<file path="src/rtl/nn_pkg.sv">
// Shared types and helpers for the sequential neural-network datapath blocks.
package nn_pkg;

  typedef enum logic [1:0] {
    ST_IDLE  = 2'd0,
    ST_MAC   = 2'd1,
    ST_BIAS  = 2'd2,
    ST_STORE = 2'd3
  } dense_state_e;

  // Container width for the post-accumulation shaping stages; accumulators are narrower.
  localparam int WIDE_W = 32;

  function automatic int clog2_w(input int v);
    return (v <= 1) ? 1 : $clog2(v);
  endfunction

  function automatic logic signed [WIDE_W-1:0] relu(input logic signed [WIDE_W-1:0] x);
    return (x < 0) ? '0 : x;
  endfunction

  function automatic logic signed [WIDE_W-1:0] sat_signed(input logic signed [WIDE_W-1:0] x,
                                                         input int bits);
    logic signed [WIDE_W-1:0] hi;
    logic signed [WIDE_W-1:0] lo;
    hi = (32'sd1 <<< (bits - 1)) - 32'sd1;
    lo = -(32'sd1 <<< (bits - 1));
    if (x > hi) return hi;
    if (x < lo) return lo;
    return x;
  endfunction

endpackage

</file>
<file path="src/rtl/dense_mac_lane.sv">
// One MAC lane: accumulates act*weight over a neuron, adds its bias, then
// shapes the result with optional ReLU and saturation to the output width.
module dense_mac_lane
  import nn_pkg::*;
#(
  parameter int A_BITS = 2,
  parameter int W_BITS = 2,
  parameter int B_BITS = 4,
  parameter int O_BITS = 6,
  parameter int ACC_W  = 11
) (
  input  logic                     clk,
  input  logic                     rst_n,
  input  logic                     clear,
  input  logic                     mac_en,
  input  logic                     bias_en,
  input  logic                     relu_en,
  input  logic signed [A_BITS-1:0] act,
  input  logic signed [W_BITS-1:0] weight,
  input  logic signed [B_BITS-1:0] bias,
  output logic [O_BITS-1:0]        result
);

  localparam int P_W = A_BITS + W_BITS;

  logic signed [P_W-1:0]    prod;
  logic signed [ACC_W-1:0]  acc_q;
  logic signed [ACC_W-1:0]  acc_d;
  logic signed [WIDE_W-1:0] acc_wide;
  logic signed [WIDE_W-1:0] shaped;

  assign prod = act * weight;

  always_comb begin
    acc_d = acc_q;
    if (clear) begin
      acc_d = '0;
    end else if (mac_en) begin
      acc_d = acc_q + ACC_W'(prod);
    end else if (bias_en) begin
      acc_d = acc_q + ACC_W'(bias);
    end
  end

  always_ff @(posedge clk or negedge rst_n) begin
    if (!rst_n) begin
      acc_q <= '0;
    end else begin
      acc_q <= acc_d;
    end
  end

  // The accumulator is sized never to wrap; only the shaped output clips.
  always_comb begin
    acc_wide = WIDE_W'(acc_q);
    shaped   = relu_en ? relu(acc_wide) : acc_wide;
    result   = O_BITS'(sat_signed(shaped, O_BITS));
  end

endmodule

</file>
<file path="src/rtl/dense_layer_seq.sv">
// Time-multiplexed fully-connected layer: LANES neurons per group, weights and
// biases from an external ROM. Define DENSE_ARGMAX_EN to add the running argmax.
module dense_layer_seq
  import nn_pkg::*;
#(
  parameter int N_IN   = 48,
  parameter int N_OUT  = 10,
  parameter int LANES  = 1,
  parameter int A_BITS = 2,
  parameter int W_BITS = 2,
  parameter int B_BITS = 4,
  parameter int O_BITS = 6
) (
  input  logic                                     clk,
  input  logic                                     rst_n,
  input  logic                                     start,
  input  logic                                     abort,
  input  logic                                     relu_en,
  input  logic [N_IN*A_BITS-1:0]                   act_flat,
  output logic [clog2_w(N_OUT/LANES*N_IN)-1:0]     w_addr,
  input  logic [LANES*W_BITS-1:0]                  w_data,
  output logic [clog2_w(N_OUT/LANES)-1:0]          b_addr,
  input  logic [LANES*B_BITS-1:0]                  b_data,
  output logic                                     busy,
  output logic                                     done,
  input  logic [clog2_w(N_OUT)-1:0]                rd_addr,
  output logic [O_BITS-1:0]                        rd_data,
  output logic [clog2_w(N_OUT)-1:0]                max_idx,
  output logic [O_BITS-1:0]                        max_val
);

  localparam int G     = N_OUT / LANES;
  localparam int WA_W  = clog2_w(G * N_IN);
  localparam int BA_W  = clog2_w(G);
  localparam int RA_W  = clog2_w(N_OUT);
  localparam int MI_W  = clog2_w(N_IN);
  localparam int ACC_W = A_BITS + W_BITS + $clog2(N_IN) + 1;

  dense_state_e            state_q, state_d;
  logic [BA_W-1:0]         group_q, group_d;
  logic [MI_W-1:0]         mac_idx_q, mac_idx_d;
  logic [N_IN*A_BITS-1:0]  act_q, act_d;
  logic                    relu_q, relu_d;
  logic [O_BITS-1:0]       out_mem_q [N_OUT];
  logic [O_BITS-1:0]       out_mem_d [N_OUT];
  logic [O_BITS-1:0]       lane_res  [LANES];
  logic [A_BITS-1:0]       act_sel;
  logic                    start_acc;
  logic                    store_en;
  logic                    last_mac;
  logic                    last_group;

  assign last_mac   = (mac_idx_q == MI_W'(N_IN - 1));
  assign last_group = (group_q == BA_W'(G - 1));
  assign act_sel    = act_q[mac_idx_q * A_BITS +: A_BITS];
  assign w_addr     = WA_W'(group_q) * WA_W'(N_IN) + WA_W'(mac_idx_q);
  assign b_addr     = group_q;
  assign busy       = (state_q != ST_IDLE) && !done;
  assign rd_data    = (int'(rd_addr) < N_OUT) ? out_mem_q[rd_addr] : '0;

  // Counters return to zero whenever the engine goes idle so the ROM ports rest at 0.
  always_comb begin
    state_d   = state_q;
    group_d   = group_q;
    mac_idx_d = mac_idx_q;
    act_d     = act_q;
    relu_d    = relu_q;
    start_acc = 1'b0;
    store_en  = 1'b0;
    done      = 1'b0;
    if (abort) begin
      state_d   = ST_IDLE;
      group_d   = '0;
      mac_idx_d = '0;
    end else begin
      case (state_q)
        ST_IDLE: begin
          if (start) begin
            act_d     = act_flat;
            relu_d    = relu_en;
            group_d   = '0;
            mac_idx_d = '0;
            start_acc = 1'b1;
            state_d   = ST_MAC;
          end
        end
        ST_MAC: begin
          if (last_mac) begin
            mac_idx_d = '0;
            state_d   = ST_BIAS;
          end else begin
            mac_idx_d = mac_idx_q + 1'b1;
          end
        end
        ST_BIAS: state_d = ST_STORE;
        ST_STORE: begin
          store_en = 1'b1;
          if (last_group) begin
            done    = 1'b1;
            group_d = '0;
            state_d = ST_IDLE;
          end else begin
            group_d = group_q + 1'b1;
            state_d = ST_MAC;
          end
        end
        default: state_d = ST_IDLE;
      endcase
    end
  end

  for (genvar l = 0; l < LANES; l++) begin : g_lane
    dense_mac_lane #(
      .A_BITS(A_BITS),
      .W_BITS(W_BITS),
      .B_BITS(B_BITS),
      .O_BITS(O_BITS),
      .ACC_W (ACC_W)
    ) u_lane (
      .clk    (clk),
      .rst_n  (rst_n),
      .clear  (start_acc || (state_q == ST_STORE)),
      .mac_en (state_q == ST_MAC),
      .bias_en(state_q == ST_BIAS),
      .relu_en(relu_q),
      .act    (act_sel),
      .weight (w_data[l*W_BITS +: W_BITS]),
      .bias   (b_data[l*B_BITS +: B_BITS]),
      .result (lane_res[l])
    );
  end

  always_comb begin
    out_mem_d = out_mem_q;
    if (store_en) begin
      for (int l = 0; l < LANES; l++) begin
        out_mem_d[RA_W'(int'(group_q) * LANES + l)] = lane_res[l];
      end
    end
  end

  always_ff @(posedge clk or negedge rst_n) begin
    if (!rst_n) begin
      state_q   <= ST_IDLE;
      group_q   <= '0;
      mac_idx_q <= '0;
      act_q     <= '0;
      relu_q    <= 1'b0;
      for (int i = 0; i < N_OUT; i++) out_mem_q[i] <= '0;
    end else begin
      state_q   <= state_d;
      group_q   <= group_d;
      mac_idx_q <= mac_idx_d;
      act_q     <= act_d;
      relu_q    <= relu_d;
      out_mem_q <= out_mem_d;
    end
  end

`ifdef DENSE_ARGMAX_EN
  logic [RA_W-1:0]   max_idx_q, max_idx_d;
  logic [O_BITS-1:0] max_val_q, max_val_d;

  // Lane 0 of group 0 seeds the max; strict compare keeps the lowest index on ties.
  always_comb begin
    max_idx_d = max_idx_q;
    max_val_d = max_val_q;
    if (store_en) begin
      for (int l = 0; l < LANES; l++) begin
        if (((group_q == '0) && (l == 0)) ||
            ($signed(lane_res[l]) > $signed(max_val_d))) begin
          max_val_d = lane_res[l];
          max_idx_d = RA_W'(int'(group_q) * LANES + l);
        end
      end
    end
  end

  always_ff @(posedge clk or negedge rst_n) begin
    if (!rst_n) begin
      max_idx_q <= '0;
      max_val_q <= '0;
    end else begin
      max_idx_q <= max_idx_d;
      max_val_q <= max_val_d;
    end
  end

  assign max_idx = max_idx_q;
  assign max_val = max_val_q;
`else
  assign max_idx = '0;
  assign max_val = '0;
`endif

endmodule

</file>
<file path="config.mk">
export PLATFORM = sky130hd
export DESIGN_NAME = dense_layer_seq
export DESIGN_NICKNAME = d
export VERILOG_FILES = /design/src/rtl/nn_pkg.sv /design/src/rtl/dense_mac_lane.sv /design/src/rtl/dense_layer_seq.sv
export SDC_FILE = /design/constraint.sdc
export NUM_CORES = 1
export LEC_CHECK = 0
export BUFFER_PORTS_ARGS = -buffer_cell sky130_fd_sc_hd__buf_4
export CAP_MARGIN = 0
export CORE_MARGIN = 2
export CORE_UTILIZATION = 63
export DETAILED_ROUTE_END_ITERATION = 6
export PLACE_DENSITY = 0.93
export SLEW_MARGIN = 40
export SYNTH_ARGS = -nofsm -noshare
export SYNTH_HDL_FRONTEND = slang
export SYNTH_HIERARCHICAL = 1
export SYNTH_SLANG_ARGS = --single-unit
</file>
<file path="constraint.sdc">
create_clock -name clk -period 11.8 [get_ports clk]
set_clock_uncertainty 0.2 [all_clocks]
set_input_delay 0.59 -clock clk [delete_from_list [all_inputs] [get_ports clk]]
set_output_delay 0.59 -clock clk [all_outputs]
set_load 0.005 [all_outputs]
</file>
# After elaboration in Yosys (flattened, before gate mapping)
# Cells that the tools add are included.
[word_totals]
ff_bits = 180
out_inout_bits = 31
[op_classes]
mul = 2
add_sub_neg = 5
mux = 40
n_bitwise = 3
shifts = 1
order_cmp = 7
n_eq_ne = 7
reduce_logical = 13
[op_table]
columns = ["cell", "count"]
rows = [
  ["indexed part select 96 x 8 -> 2 bit", 1],
  ["2-to-1 mux 6 bit", 11],
  ["2-to-1 mux 32 bit", 2],
  ["bitwise mux 60 bit", 1],
  ["2-to-1 mux 11 bit", 3],
  ["greater-than comparator 32 x 6 -> 1 bit (second input constant)", 1],
  ["less-than comparator 32 x 6 -> 1 bit (second input constant)", 1],
  ["binary-select mux 6 bit (select 4 bit)", 1],
  ["demux 6 bit (select 4 bit)", 1],
  ["adder 11 x 4 -> 11 bit", 2],
  ["2-to-1 mux 1 bit", 12],
  ["2-to-1 mux 4 bit", 3],
  ["case mux 6 bit (2 select lines)", 1],
  ["less-than comparator 11 x 1 -> 1 bit (second input constant)", 1],
  ["adder 9 x 6 -> 9 bit", 1],
  ["nonzero test 3 bit", 3],
  ["case mux 2 bit (4 select lines)", 1],
  ["case mux 4 bit (2 select lines)", 1],
  ["adder 6 x 1 -> 6 bit (second input constant)", 1],
  ["equality test 6 bit (second input constant)", 1],
  ["2-to-1 mux 2 bit", 3],
  ["!= test 3 bit (second input constant)", 2],
  ["AND reduction 2 bit", 3],
  ["greater-or-equal comparator 4 x 5 -> 1 bit (second input constant)", 1],
  ["18 further kinds", 20],
]

# Logic depth before layout (Yosys ltp)
[logic_depth]
word_depth = 9
ltp_mapped = 18

# Hierarchy
# Netlist, hierarchy kept.
[modules_own_cells]
columns = ["mod", "seq_area_each_um2", "n_inst", "cells_per_inst", "area_each_um2"]
rows = [
  ["dense_layer_seq", 4229.1, 1, 624, 8330.5],
  ["dense_mac_lane", 275.3, 1, 204, 1672.9],
]

# Worst setup path before layout
# No wires, ideal clock.
[synth_path]
path_type = "register to register"
from = "reg mac_idx_q[0]"
to = "reg g_lane[0].u_lane.acc_q[10]"
arrival_time_ns = 4.067
stages_incl_launch_ff = 14
synth_period_minus_slack_ns = 4.378
setup_slack_ns = 7.422
required_ns = 11.489
cell_sequence = "dfrtp_1 > buf_6 > mux4_2 > mux2_2 > o221ai_1 > nand4_1 > o21ai_0 > ha_1 > ha_1 > and4_1 > a211oi_1 > o21ai_1 > xnor2_1 > a2111oi_2"
[synth_between]
elab_chain_len = 5
[synth_rtl]
columns = ["element", "line_no", "rtl"]
rows = [
  ["start, declared", "dense_layer_seq.sv:41", "logic [MI_W-1:0] mac_idx_q, mac_idx_d;"],
  ["start signal, assigned", "dense_layer_seq.sv:153", "mac_idx_q <= mac_idx_d;"],
  ["indexed part select 96 x 8 -> 2 bit", "dense_layer_seq.sv:55", "assign act_sel = act_q[mac_idx_q * A_BITS +: A_BITS];"],
  ["named net act_sel[1]", "dense_layer_seq.sv:47", "logic [A_BITS-1:0] act_sel;"],
  ["multiplier 2 x 2 -> 4 bit", "dense_mac_lane.sv:32", "assign prod = act * weight;"],
  ["adder 11 x 4 -> 11 bit", "dense_mac_lane.sv:39", "acc_d = acc_q + ACC_W'(prod);"],
  ["2-to-1 mux 11 bit", "dense_mac_lane.sv:38", "end else if (mac_en) begin"],
  ["2-to-1 mux 11 bit", "dense_mac_lane.sv:36", "if (clear) begin"],
  ["end signal, assigned", "dense_mac_lane.sv:47", "acc_q <= '0;"],
  ["end signal, assigned", "dense_mac_lane.sv:49", "acc_q <= acc_d;"],
  ["end, declared", "dense_mac_lane.sv:27", "logic signed [ACC_W-1:0] acc_q;"],
]
# The timed path passes the listed nets, and every way through them passes these cells.
# A chain may end at the register's enable or synchronous reset.

# Worst setup path in the final report
# Ends and elaborated chain as after synthesis.

==> results.yml <==
logic_synthesis:
  ys_warn_count: 6
  synth.avg_cell_area_sq_um: 12.1
  ys_seq_elements: 180
  synth_area_sq_um: 10000
  synth-edff-count: 0
  async_flop_share: 1.00
  synth-seq-area-share: 0.450
  synth_cells: 828
  synth_cell_type_count: 61
  ys.flop_type: "dfrtp_1"
global_routing:
  first_global_vias: 7436
  grt-ovfl-total: 0
  grt_usage: 0.291
  antenna_found_initial: 0
  grt_pass1_wl_um: 37900
  grt_max_degree: 98
die:
  row_count: 46
  chipHeight_um: 130
  start_util: 0.637
  fp.coreArea_sq_um: 15700
  die_area_sq_um: 16900
  die_w_um: 130
  pin_count: 142
clocking:
  cts_tree: "built"
  hold_buffers: 0
  post_cts_buffers: 0
  root_buffer: "clkbuf_16"
  clk_path_buf_depth: 2
  cts_resized: 0
  clk_pin_slew_ps: 70
  cts_buffers: 17
  cts_htree_levels: 4
  clkSinkCount: 180
  clkLatencyLatePin_ps: 440
timing:
  whs_ps: -7.91
  rsz0062_at_grt: "no"
  fin_setup_tns_ps: 0
  finalMaxSlewViolations: 0
  worst-slew-pin-transition_ps: 742
  period_share: 0.428
  slew_headroom: 0.505
  finalWorstPathRequiredPeriod_ps: 5050
  hold_viol_final: 13
  clock.fmax_ghz: 0.198
  setup_viol: 0
critical_path:
  required_ps: 11920
  cp.arrival_ps: 5170
  crit_start: "mac_idx_q[0]"
  startpoint_type: "flip-flop"
  end_kind: "flip-flop"
  rr_startpoint: "mac_idx_q[0]"
  worst-path-max-fanout: 17
  worstSetupPathType: "reg -> reg"
power_and_ir_drop:
  p_total_mw: 2.59
  ir_drop_v: 0.000161
  power_density_nw_per_um2: 224
  p_leak_nw: 5.33
drt:
  wl_met1_um: 9530
  antenna_left: 0
  first_pass_iters: 6
  routed_via_density: 6.09
  vias: 7064
  drt_wl_total_um: 23500
  wl_met2_um: 12000
  initialDrtViolationCount: 508
  highest_layer: "met4"
  dr_wl_met3_um: 1220
  drcViolationCount: 0
  wire_per_inst_um: 20.2
place:
  dpl.hpwl_um: 16200
  port_buffers: 131
  gp_congestion: 0.854
  post-place-cells: 1129
  dpl-instance-area_sq_um: 11000
cells_and_area:
  nFillCells: 979
  fin_cells: 1160
  final_cell_area_sq_um: 11600
  drive_gt1_frac: 0.380
  multi_input_area_sq_um: 5150
  antenna_cells: 0
  seq_area_sq_um: 4510
  layout.nets: 1093
  area_growth_syn_to_layout_pct: 15.6
outcome:
  failed_checks: "hold timing"
  status: "finished with violations"
min_path:
  hp-class: "in -> async"
run:
  cap_violations: 0
[area by class of cell]
class | count | area share
inverters | 19 | 0.00617
well taps | 216 | 0.0234
flip-flops and latches | 180 | 0.390
repair buffers | 135 | 0.0888
multi-input cells | 579 | 0.445
clock buffers | 18 | 0.0371
clock inverters | 13 | 0.00952
[cell usage after synthesis (14+ instances only)]
library cell	number	area share
dfrtp_1	180	0.45
mux2_2	166	0.19
ha_1	45	0.056
nor2_1	42	0.016
nand2_1	36	0.014
mux2i_1	34	0.034
a21oi_1	32	0.016
inv_1	18	0.0068
o21ai_0	18	0.0090
buf_2	17	0.0085
buf_4	17	0.013
xnor2_1	17	0.015
a211oi_1	15	0.011
clkbuf_1	15	0.0056
nand3_1	15	0.0075
mux4_2	14	0.032
[logic make-up (layout without fill, tap and decap cells)]
| logic type | count (synthesis) | after routing | synth area share |
|---|---|---|---|
| AO/OA/AOI/OAI | 132 | 132 | 0.0892 |
| buffers and inverters | 78 | 185 | 0.0393 |
| adder cells (fa/ha/maj) | 50 | 50 | 0.0663 |
| flip-flops | 180 | 180 | 0.450 |
| XOR/XNOR | 24 | 24 | 0.0210 |
| multiplexers | 219 | 219 | 0.264 |
| AND/OR/NAND/NOR | 144 | 144 | 0.0692 |
| other | 1 | 10 | 0.000375 |
[cell usage in the layout (no fill, tap or decap), types with 3 or more instances in the layout]
cell type	count
a21o_1	13
nand2b_1	13
xnor2_1	17
nand2_1	36
buf_4	133
and2_1	3
nor3_1	9
nand3_1	15
mux2_2	166
o21ai_0	17
a211oi_1	15
nor2_1	42
inv_6	7
mux4_1	4
a21oi_1	32
dfrtp_1	179
o22ai_1	3
mux4_2	14
xor2_1	7
nand4_1	4
inv_1	18
clkbuf_16	17
o221ai_1	4
nor2b_1	11
fa_1	5
ha_1	44
conb_1	10
a2111oi_0	3
o21ai_1	3
a22o_1	4
a31oi_1	9
o31ai_1	5
a21oi_2	3
mux2i_1	34
[report_power, final]
part	leakage [nW]	switching (mW)	internal (mW)	total, mW
Clock	0.267	0.258	0.275	0.534
Sequential	2.27	0.151	0.822	0.973
Combinational	2.79	0.554	0.533	1.09
[worst paths after layout]
path	slack (ps)	cells after the start	endpoint
setup / recovery	6750	13	g_lane[0].u_lane/acc_q[10]
hold / removal	-8	1	act_q[11]
setup reg to reg	6750	13	g_lane[0].u_lane/acc_q[10]
hold reg to reg	300	1	act_q[51]
max in group asynchronous	10150	2	mac_idx_q[1]
min in group clk	180	2	state_q[1]
[sequential cells by signal, indices dropped and copies added, names as in the netlist]
| name | count |
|---|---|
| act_q | 96 |
| b_addr | 4 |
| g_lane.u_lane/acc_q | 11 |
| mac_idx_q | 6 |
| out_mem_q | 60 |
| relu_q | 1 |
| state_q | 2 |
[worst max-delay path, stage by stage (launching register included)]
cell       delay, ps
dfrtp_1          690
buf_4            380
mux4_1           610
mux2_2           290
o221ai_1         220
nand4_1          170
o21ai_2          450
ha_1             330
ha_1             350
and4_1           240
a211oi_1         350
o21ai_1          140
xnor2_1          150
a2111oi_2        350
[layer usage]
layer	vias to the layer above	GRT usage
li1	3199	-
met1	3566	0.365
met2	244	0.498
met3	55	0.0595
met4	0	0.115
met5	-	0
[metrics by stage]
| stage | setup WS, ps | hold WS [ps] | util |
|---|---|---|---|
| 6_report | 6750 | -7.91 | 0.736 |
| 5_1_grt | 6480 | 58.9 | 0.736 |
| 4_1_cts | 6520 | 19.8 | 0.735 |
| 3_5_place_dp | 6630 | 287 | 0.701 |
| 3_3_place_gp | 6550 | 280 | 0.700 |
| 2_1_floorplan | 7420 | 94.4 | - |
Power figures use the tool's default switching activity.
